<file path="config.mk">
export PLATFORM = sky130hd
export DESIGN_NAME = fmdll_sel_seq
export DESIGN_NICKNAME = d
export VERILOG_FILES = /design/src/rtl/fmdll_sel_seq.sv
export SDC_FILE = /design/constraint.sdc
export NUM_CORES = 1
export LEC_CHECK = 0
export BUFFER_PORTS_ARGS = -buffer_cell sky130_fd_sc_hd__buf_2
export CORE_MARGIN = 2
export CORE_UTILIZATION = 35
export DETAILED_ROUTE_END_ITERATION = 16
export PLACE_DENSITY_LB_ADDON = 0.15
export SLEW_MARGIN = 20
export SYNTH_ARGS = -nofsm -noshare
export SYNTH_HDL_FRONTEND = slang
export SYNTH_SLANG_ARGS = --single-unit
</file>
<file path="constraint.sdc">
create_clock -name clk_out -period 5.1 [get_ports clk_out]
set_clock_uncertainty 0.2 [all_clocks]
set_input_delay 0.51 -clock clk_out [delete_from_list [all_inputs] [get_ports clk_out]]
set_output_delay 0.51 -clock clk_out [all_outputs]
set_load 0.02 [all_outputs]
</file>
<file path="src/rtl/fmdll_sel_seq.sv">
// fmdll_sel_seq: frame sequencer for the FM-DLL clock-path select.
// A frame is M sub-periods of N cycles each; sel injects clk_ext during the
// first sub-period, recirculates in the middle ones and detects in the last.
// Optional feature macro: FMDLL_SEL_STATS_EN adds a saturating frame_count.
module fmdll_sel_seq #(
  parameter int NW    = 4,
  parameter int MW    = 2,
  parameter int N_DEF = 4,
  parameter int M_DEF = 2
) (
  input  logic          clk_out,
  input  logic          rst,
  input  logic          en,
  input  logic          cfg_valid,
  input  logic [NW-1:0] cfg_n,
  input  logic [MW-1:0] cfg_m,
  output logic          cfg_ready,
  output logic [1:0]    sel,
  output logic [NW-1:0] n_cnt,
  output logic [MW-1:0] m_cnt,
  output logic          frame_done,
  output logic          cfg_err
`ifdef FMDLL_SEL_STATS_EN
  ,
  output logic [15:0]   frame_count
`endif
);

  typedef enum logic [0:0] {IDLE = 1'b0, RUN = 1'b1} state_t;

  localparam logic [1:0] SEL_INJ = 2'b00;
  localparam logic [1:0] SEL_REC = 2'b10;
  localparam logic [1:0] SEL_DET = 2'b01;

  state_t        state_q, state_d;
  logic [NW-1:0] n_cnt_q, n_cnt_d, n_act_q, n_act_d;
  logic [MW-1:0] m_cnt_q, m_cnt_d, m_act_q, m_act_d;
  logic [1:0]    sel_q, sel_d;
  logic          frame_done_q, frame_done_d;
  logic          cfg_err_q, cfg_err_d;
  logic          last_cyc;

  // Last cycle of the current frame; counters are 0 in IDLE so this is RUN-only.
  assign last_cyc  = (state_q == RUN) && (n_cnt_q == n_act_q) && (m_cnt_q == m_act_q);
  assign cfg_ready = (state_q == IDLE) || last_cyc;

  assign sel        = sel_q;
  assign n_cnt      = n_cnt_q;
  assign m_cnt      = m_cnt_q;
  assign frame_done = frame_done_q;
  assign cfg_err    = cfg_err_q;

  // Next state, counters and config; sel/frame_done are decoded from the
  // *next* counters and *next* active config so they register on the same edge.
  always_comb begin
    state_d      = state_q;
    n_cnt_d      = n_cnt_q;
    m_cnt_d      = m_cnt_q;
    n_act_d      = n_act_q;
    m_act_d      = m_act_q;
    cfg_err_d    = cfg_err_q;
    sel_d        = SEL_REC;
    frame_done_d = 1'b0;

    // Accepted config only lands between frames, so it first applies to the
    // frame that starts on this edge (or the next one out of IDLE).
    if (cfg_valid && cfg_ready) begin
      if ((cfg_n == '0) || (cfg_m == '0)) cfg_err_d = 1'b1;
      else begin
        n_act_d = cfg_n;
        m_act_d = cfg_m;
      end
    end

    case (state_q)
      IDLE: begin
        if (en) begin
          state_d = RUN;
          n_cnt_d = NW'(1);
          m_cnt_d = MW'(1);
        end
      end
      default: begin
        if (n_cnt_q == n_act_q) begin
          n_cnt_d = NW'(1);
          if (m_cnt_q == m_act_q) begin
            if (en) m_cnt_d = MW'(1);
            else begin
              state_d = IDLE;
              n_cnt_d = '0;
              m_cnt_d = '0;
            end
          end else begin
            m_cnt_d = m_cnt_q + MW'(1);
          end
        end else begin
          n_cnt_d = n_cnt_q + NW'(1);
        end
      end
    endcase

    if (state_d == RUN) begin
      if (m_act_d == MW'(1))       sel_d = (n_cnt_d == n_act_d) ? SEL_DET : SEL_INJ;
      else if (m_cnt_d == MW'(1))  sel_d = SEL_INJ;
      else if (m_cnt_d == m_act_d) sel_d = SEL_DET;
      else                         sel_d = SEL_REC;
      frame_done_d = (n_cnt_d == n_act_d) && (m_cnt_d == m_act_d);
    end
  end

  // State and output registers; reset aborts any frame immediately.
  always_ff @(posedge clk_out or posedge rst) begin
    if (rst) begin
      state_q      <= IDLE;
      n_cnt_q      <= '0;
      m_cnt_q      <= '0;
      n_act_q      <= NW'(N_DEF);
      m_act_q      <= MW'(M_DEF);
      sel_q        <= SEL_REC;
      frame_done_q <= 1'b0;
      cfg_err_q    <= 1'b0;
    end else begin
      state_q      <= state_d;
      n_cnt_q      <= n_cnt_d;
      m_cnt_q      <= m_cnt_d;
      n_act_q      <= n_act_d;
      m_act_q      <= m_act_d;
      sel_q        <= sel_d;
      frame_done_q <= frame_done_d;
      cfg_err_q    <= cfg_err_d;
    end
  end

`ifdef FMDLL_SEL_STATS_EN
  logic [15:0] frame_count_q, frame_count_d;
  assign frame_count = frame_count_q;

  // Count frames as their last cycle retires; hold at all-ones.
  always_comb begin
    frame_count_d = frame_count_q;
    if (last_cyc && (frame_count_q != 16'hFFFF)) frame_count_d = frame_count_q + 16'd1;
  end

  // Frame counter register.
  always_ff @(posedge clk_out or posedge rst) begin
    if (rst) frame_count_q <= '0;
    else     frame_count_q <= frame_count_d;
  end
`endif

endmodule

</file>
After elaboration in Yosys (flattened, before gate mapping)
Cells that the tools add are included.
{"block": "totals", "regBits": 17, "input_bits": 10, "out_inout_bits": 11, "word_cells": 50}
{"block": "op_classes", "add_sub_neg": 2, "n_eq_ne": 6, "muxes": 24, "bitwise": 1, "n_reduce_logical": 9}
{"operator": "two-way mux 2 bit", "count": 10}
{"operator": "two-way mux 4 bit", "count": 5}
{"operator": "two-way mux 1 bit", "count": 9}
{"operator": "== test 4 bit", "count": 2}
{"operator": "adder 4 x 1 -> 4 bit (second input constant)", "count": 1}
{"operator": "== test 2 x 1 -> 1 bit (second input constant)", "count": 2}
{"operator": "== test 2 bit", "count": 2}
{"operator": "logical AND 1 bit", "count": 4}
{"operator": "logical NOT 4 bit", "count": 1}
{"operator": "adder 2 x 1 -> 2 bit (second input constant)", "count": 1}
{"operator": "logical NOT 2 bit", "count": 1}
{"operator": "logical OR 1 bit", "count": 2}
{"operator": "AND reduction 2 bit", "count": 1}
{"operator": "inverter 1 bit", "count": 1}

Depth between registers and ports, before layout
{"block": "depth", "word_depth": 11, "ltp_mapped": 8, "depth_no_buf": 8}

Worst setup path before layout
OpenSTA, ideal clock, no wires.
{"block": "synth_path", "kind": "register to register", "start": "reg n_cnt_q[0], in the netlist n_cnt[0]", "end": "reg frame_done_q, in the netlist frame_done", "t_arrival_ns": 2.398, "required_time_ns": 4.820, "setup_slack_ns": 2.422, "path_stages_with_launch": 9, "n_path_buf": 0, "period_less_slack_ns": 2.678, "cell_sequence": "dfrtp_1 -> xnor2_1 -> nand4_4 -> o21ai_4 -> nand3_4 -> mux2_2 -> xor2_1 -> or3_4 -> nor3_2"}
{"block": "synth_via", "elab_chain_len": 9, "elab_cells_between_ends": 19, "classes_between": "add/sub: 1; eq/ne: 3; mux: 10; reduce/logical: 5"}
{"element": "from (decl)", "line": "36", "rtl": "logic [NW-1:0] n_cnt_q, n_cnt_d, n_act_q, n_act_d;"}
{"element": "from (signal assigned)", "line": "124", "rtl": "n_cnt_q <= n_cnt_d;"}
{"element": "== test 4 bit", "line": "44", "rtl": "assign last_cyc = (state_q == RUN) && (n_cnt_q == n_act_q) && (m_cnt_q == m_act_q);"}
{"element": "logical AND 1 bit (2 in a row)", "line": "44"}
{"element": "logical OR 1 bit", "line": "45", "rtl": "assign cfg_ready = (state_q == IDLE) || last_cyc;"}
{"element": "net cfg_ready", "line": "17", "rtl": "output logic cfg_ready,"}
{"element": "logical AND 1 bit", "line": "67", "rtl": "if (cfg_valid && cfg_ready) begin"}
{"element": "two-way mux 4 bit", "line": "67"}
{"element": "net n_act_d[3]", "line": "36"}
{"element": "== test 4 bit", "line": "107", "rtl": "frame_done_d = (n_cnt_d == n_act_d) && (m_cnt_d == m_act_d);"}
{"element": "logical AND 1 bit", "line": "107"}
{"element": "two-way mux 1 bit", "line": "102", "rtl": "if (state_d == RUN) begin"}
{"element": "net frame_done_d", "line": "39", "rtl": "logic frame_done_q, frame_done_d;"}
{"element": "to (signal assigned)", "line": "129", "rtl": "frame_done_q <= frame_done_d;"}
{"element": "to (decl)", "line": "39"}
The timed path passes the listed nets, and every way through them passes these cells.
A chain may end at the register's enable or synchronous reset.

Worst setup path in the final report
{"block": "layout_path", "start": "reg n_cnt_q[0], in the netlist n_cnt[0]", "end": "reg frame_done_q, in the netlist frame_done"}
{"block": "layout_via", "elab_chain_len": 9, "elab_cells_between_ends": 19, "classes_between": "add/sub: 1; eq/ne: 3; mux: 10; reduce/logical: 5"}
{"element": "== test 4 bit", "line": "44"}
{"element": "logical AND 1 bit (2 in a row)", "line": "44"}
{"element": "logical OR 1 bit", "line": "45"}
{"element": "logical AND 1 bit", "line": "67"}
{"element": "two-way mux 4 bit", "line": "67"}
{"element": "net n_act_d[3]", "line": "36"}
{"element": "== test 4 bit", "line": "107"}
{"element": "logical AND 1 bit", "line": "107"}
{"element": "two-way mux 1 bit", "line": "102"}
{"element": "net frame_done_d", "line": "39"}
The timed path passes the listed nets, and every way through them passes these cells.

==> qor.yml <==
cts_tree: "done"
fin_nets: 128
die_h_um: 56.9
worst_slack_ps: 2380
synth_seq_cells: 17
grt_pass1_vias: 746
syn-cell-area_um2: 981
first_iter_violations: 14
htreeDepth: 1
crit_path_end_kind: "flip-flop"
synth_nets: 104
hold_class: "in -> async"
die_area_um2: 3240
dp_hpwl_mm: 1.51
cts_sinks: 17
synth_ff_type: "dfrtp_1"
pwr-share-clk: 0.082
antenna_found_initial: 0
clk_latency_ps: 290
initial_core_util: 0.362
netlist_instances: 93
drive_gt1_frac: 0.328
critPathRequiredTime_ps: 5120
synthArstFlopShare: 1.00
io_pins: 21
fin_cells: 147
yosysWarnings: 0
root_buffer: "clkbuf_4"
grt_use_total: 0.142
pwr-share-comb: 0.614
num_vias: 737
startpoint_type: "flip-flop"
path_class: "reg -> reg"
switchingPower_uw: 423
drc: 0
yosysUniqueCellTypes: 32
synth_edf_count: 0
die_w_um: 56.9
drtPass1Iterations: 3
port_buffers: 20
core_um2: 2710
min_period_over_period: 0.534
cap_viol_max_count: 0
fmax_ghz: 0.367
grt.overflow.total: 0
preCtsSetupSlack_ps: 2370
tns_ps: 0
cts_resized: 0
finalSetupViolCount: 0
cts_made_buffers: 3
worstPathArrival_ps: 2740
rows: 19
wl_per_cell_um: 13.5
placedCellCount: 143
power_density_nw_per_um2: 784
worst_pin_slew_ps: 641
outcome: "finished, final reports clean"
clockBufferDepth: 2
diodes: 0
post_cts_buffers: 0
seq_power_share: 0.304
netSwitchingFraction: 0.472
seq_area_frac_synth: 0.438
syn2layout_area_growth_pct: 16.5
finalPower_uw: 896
intPower_uw: 473
gp_congestion: 0.737
rsz0062_at_grt: "false"
clk_pin_slew_ps: 100
wirelength_mm: 1.98
leakagePower_nw: 0.526
min_period_ps: 2720
cts_hold_buffers: 0
avgSynthCellArea_um2: 10.5
grt_pass1_wl_mm: 3.50
grt_max_degree: 18
worst-path-max-fanout: 10
slew_headroom: 0.572
fillers: 277
ir_drop_mv: 0.359
viasPerCell: 5.01
antenna_left: 0
slew_viol_final: 0
hold_violations: 0
## metal layers
layer / track usage / share of wire
met2: 0.233 / 0.50
met4: 0.0698 / 0.023
met3: 0.0340 / 0.036
met1: 0.173 / 0.44
met5: 0 / 0
## placed cells by master (no fill, tap or decap), types with 2 or more instances in the layout
| cell | count |
|---|---|
| a21oi_1 | 4 |
| buf_2 | 20 |
| clkbuf_4 | 3 |
| dfrtp_1 | 14 |
| dfstp_2 | 3 |
| inv_1 | 5 |
| mux2_2 | 5 |
| mux2i_1 | 2 |
| nand2_1 | 8 |
| nand2b_1 | 4 |
| nand3_1 | 5 |
| nor2_1 | 4 |
| o21ai_0 | 5 |
| xnor2_1 | 8 |
| xor2_1 | 7 |
## cell usage after synthesis (2+ instances only)
master,number,area [um2]
nand3_1,5,25.0
nand2_1,8,30.0
o21ai_0,5,25.0
nor2_1,4,15.0
dfrtp_1,14,350
mux2_2,5,56.3
xor2_1,7,61.3
mux2i_1,2,20.0
a21oi_1,4,20.0
nand2b_1,4,25.0
dfstp_2,3,78.8
inv_1,5,18.8
xnor2_1,8,70.1
## registers in the layout, summed over array words and instances (netlist names)
signal	count
frame_done	1
cfg_err	1
n_cnt	4
sel	2
m_act_q	2
state_q	1
m_cnt	2
n_act_q	4
## cell type report
| type | count | area [um2] | area share |
|---|---|---|---|
| multi-input combinational | 70 | 529 | 0.463 |
| sequential | 17 | 429 | 0.376 |
| timing repair buffer | 20 | 100 | 0.0876 |
| tap | 31 | 38.8 | 0.0340 |
| clock buffer | 4 | 26.3 | 0.0230 |
| inverter | 5 | 18.8 | 0.0164 |
## power groups by stage
stage,Sequential [mW],Clock (mW),Combinational (mW)
final,0.272,0.0734,0.550
after global routing,0.284,0.0855,0.616
after CTS,0.273,0.0787,0.558
after detailed placement,0.276,0,0.555
after global placement,0.275,0,0.558
after floorplan,0.307,0,0.400
## per-stage QoR
stage	cell area (um2)	hold WS [ps]	util
2_1_floorplan	981	234	-
3_3_place_gp	1120	258	0.412
3_5_place_dp	1120	276	0.412
4_1_cts	1140	99.1	0.422
5_1_grt	1140	119	0.422
6_report	1140	78.8	0.422
## worst paths after layout
kind	slack, ps	startpoint	end	cells after the start
hold reg to reg	300	cfg_err	cfg_err	1
max in group asynchronous	4210	rst	n_cnt[0]	2
setup reg to reg	2380	n_cnt[0]	frame_done	8
setup / recovery	2380	n_cnt[0]	frame_done	8
min in group clk_out	280	cfg_valid	cfg_err	3
hold / removal	80	rst	frame_done	2
## cells by family (layout without fill, tap and decap cells)
kind of cell | count (synthesis) | after routing | share of synthesized area
and+or+nand+nor | 31 | 31 | 0.202
DFF | 17 | 17 | 0.438
AOI/OAI and AO/OA | 16 | 16 | 0.114
xor gates and xnor gates | 15 | 15 | 0.134
muxes | 7 | 7 | 0.0778
buffers and inverters | 6 | 29 | 0.0230
adders and majority gates | 1 | 1 | 0.0128
## critical path, cell delays in order, from the launching register on
cell	delay [ps]
dfrtp_1	460
xnor2_1	280
nand4_4	220
o21ai_4	250
nand3_4	170
mux2_2	320
xor2_1	160
or3_4	400
nor3_2	180
(Power assumes the default switching activity.)
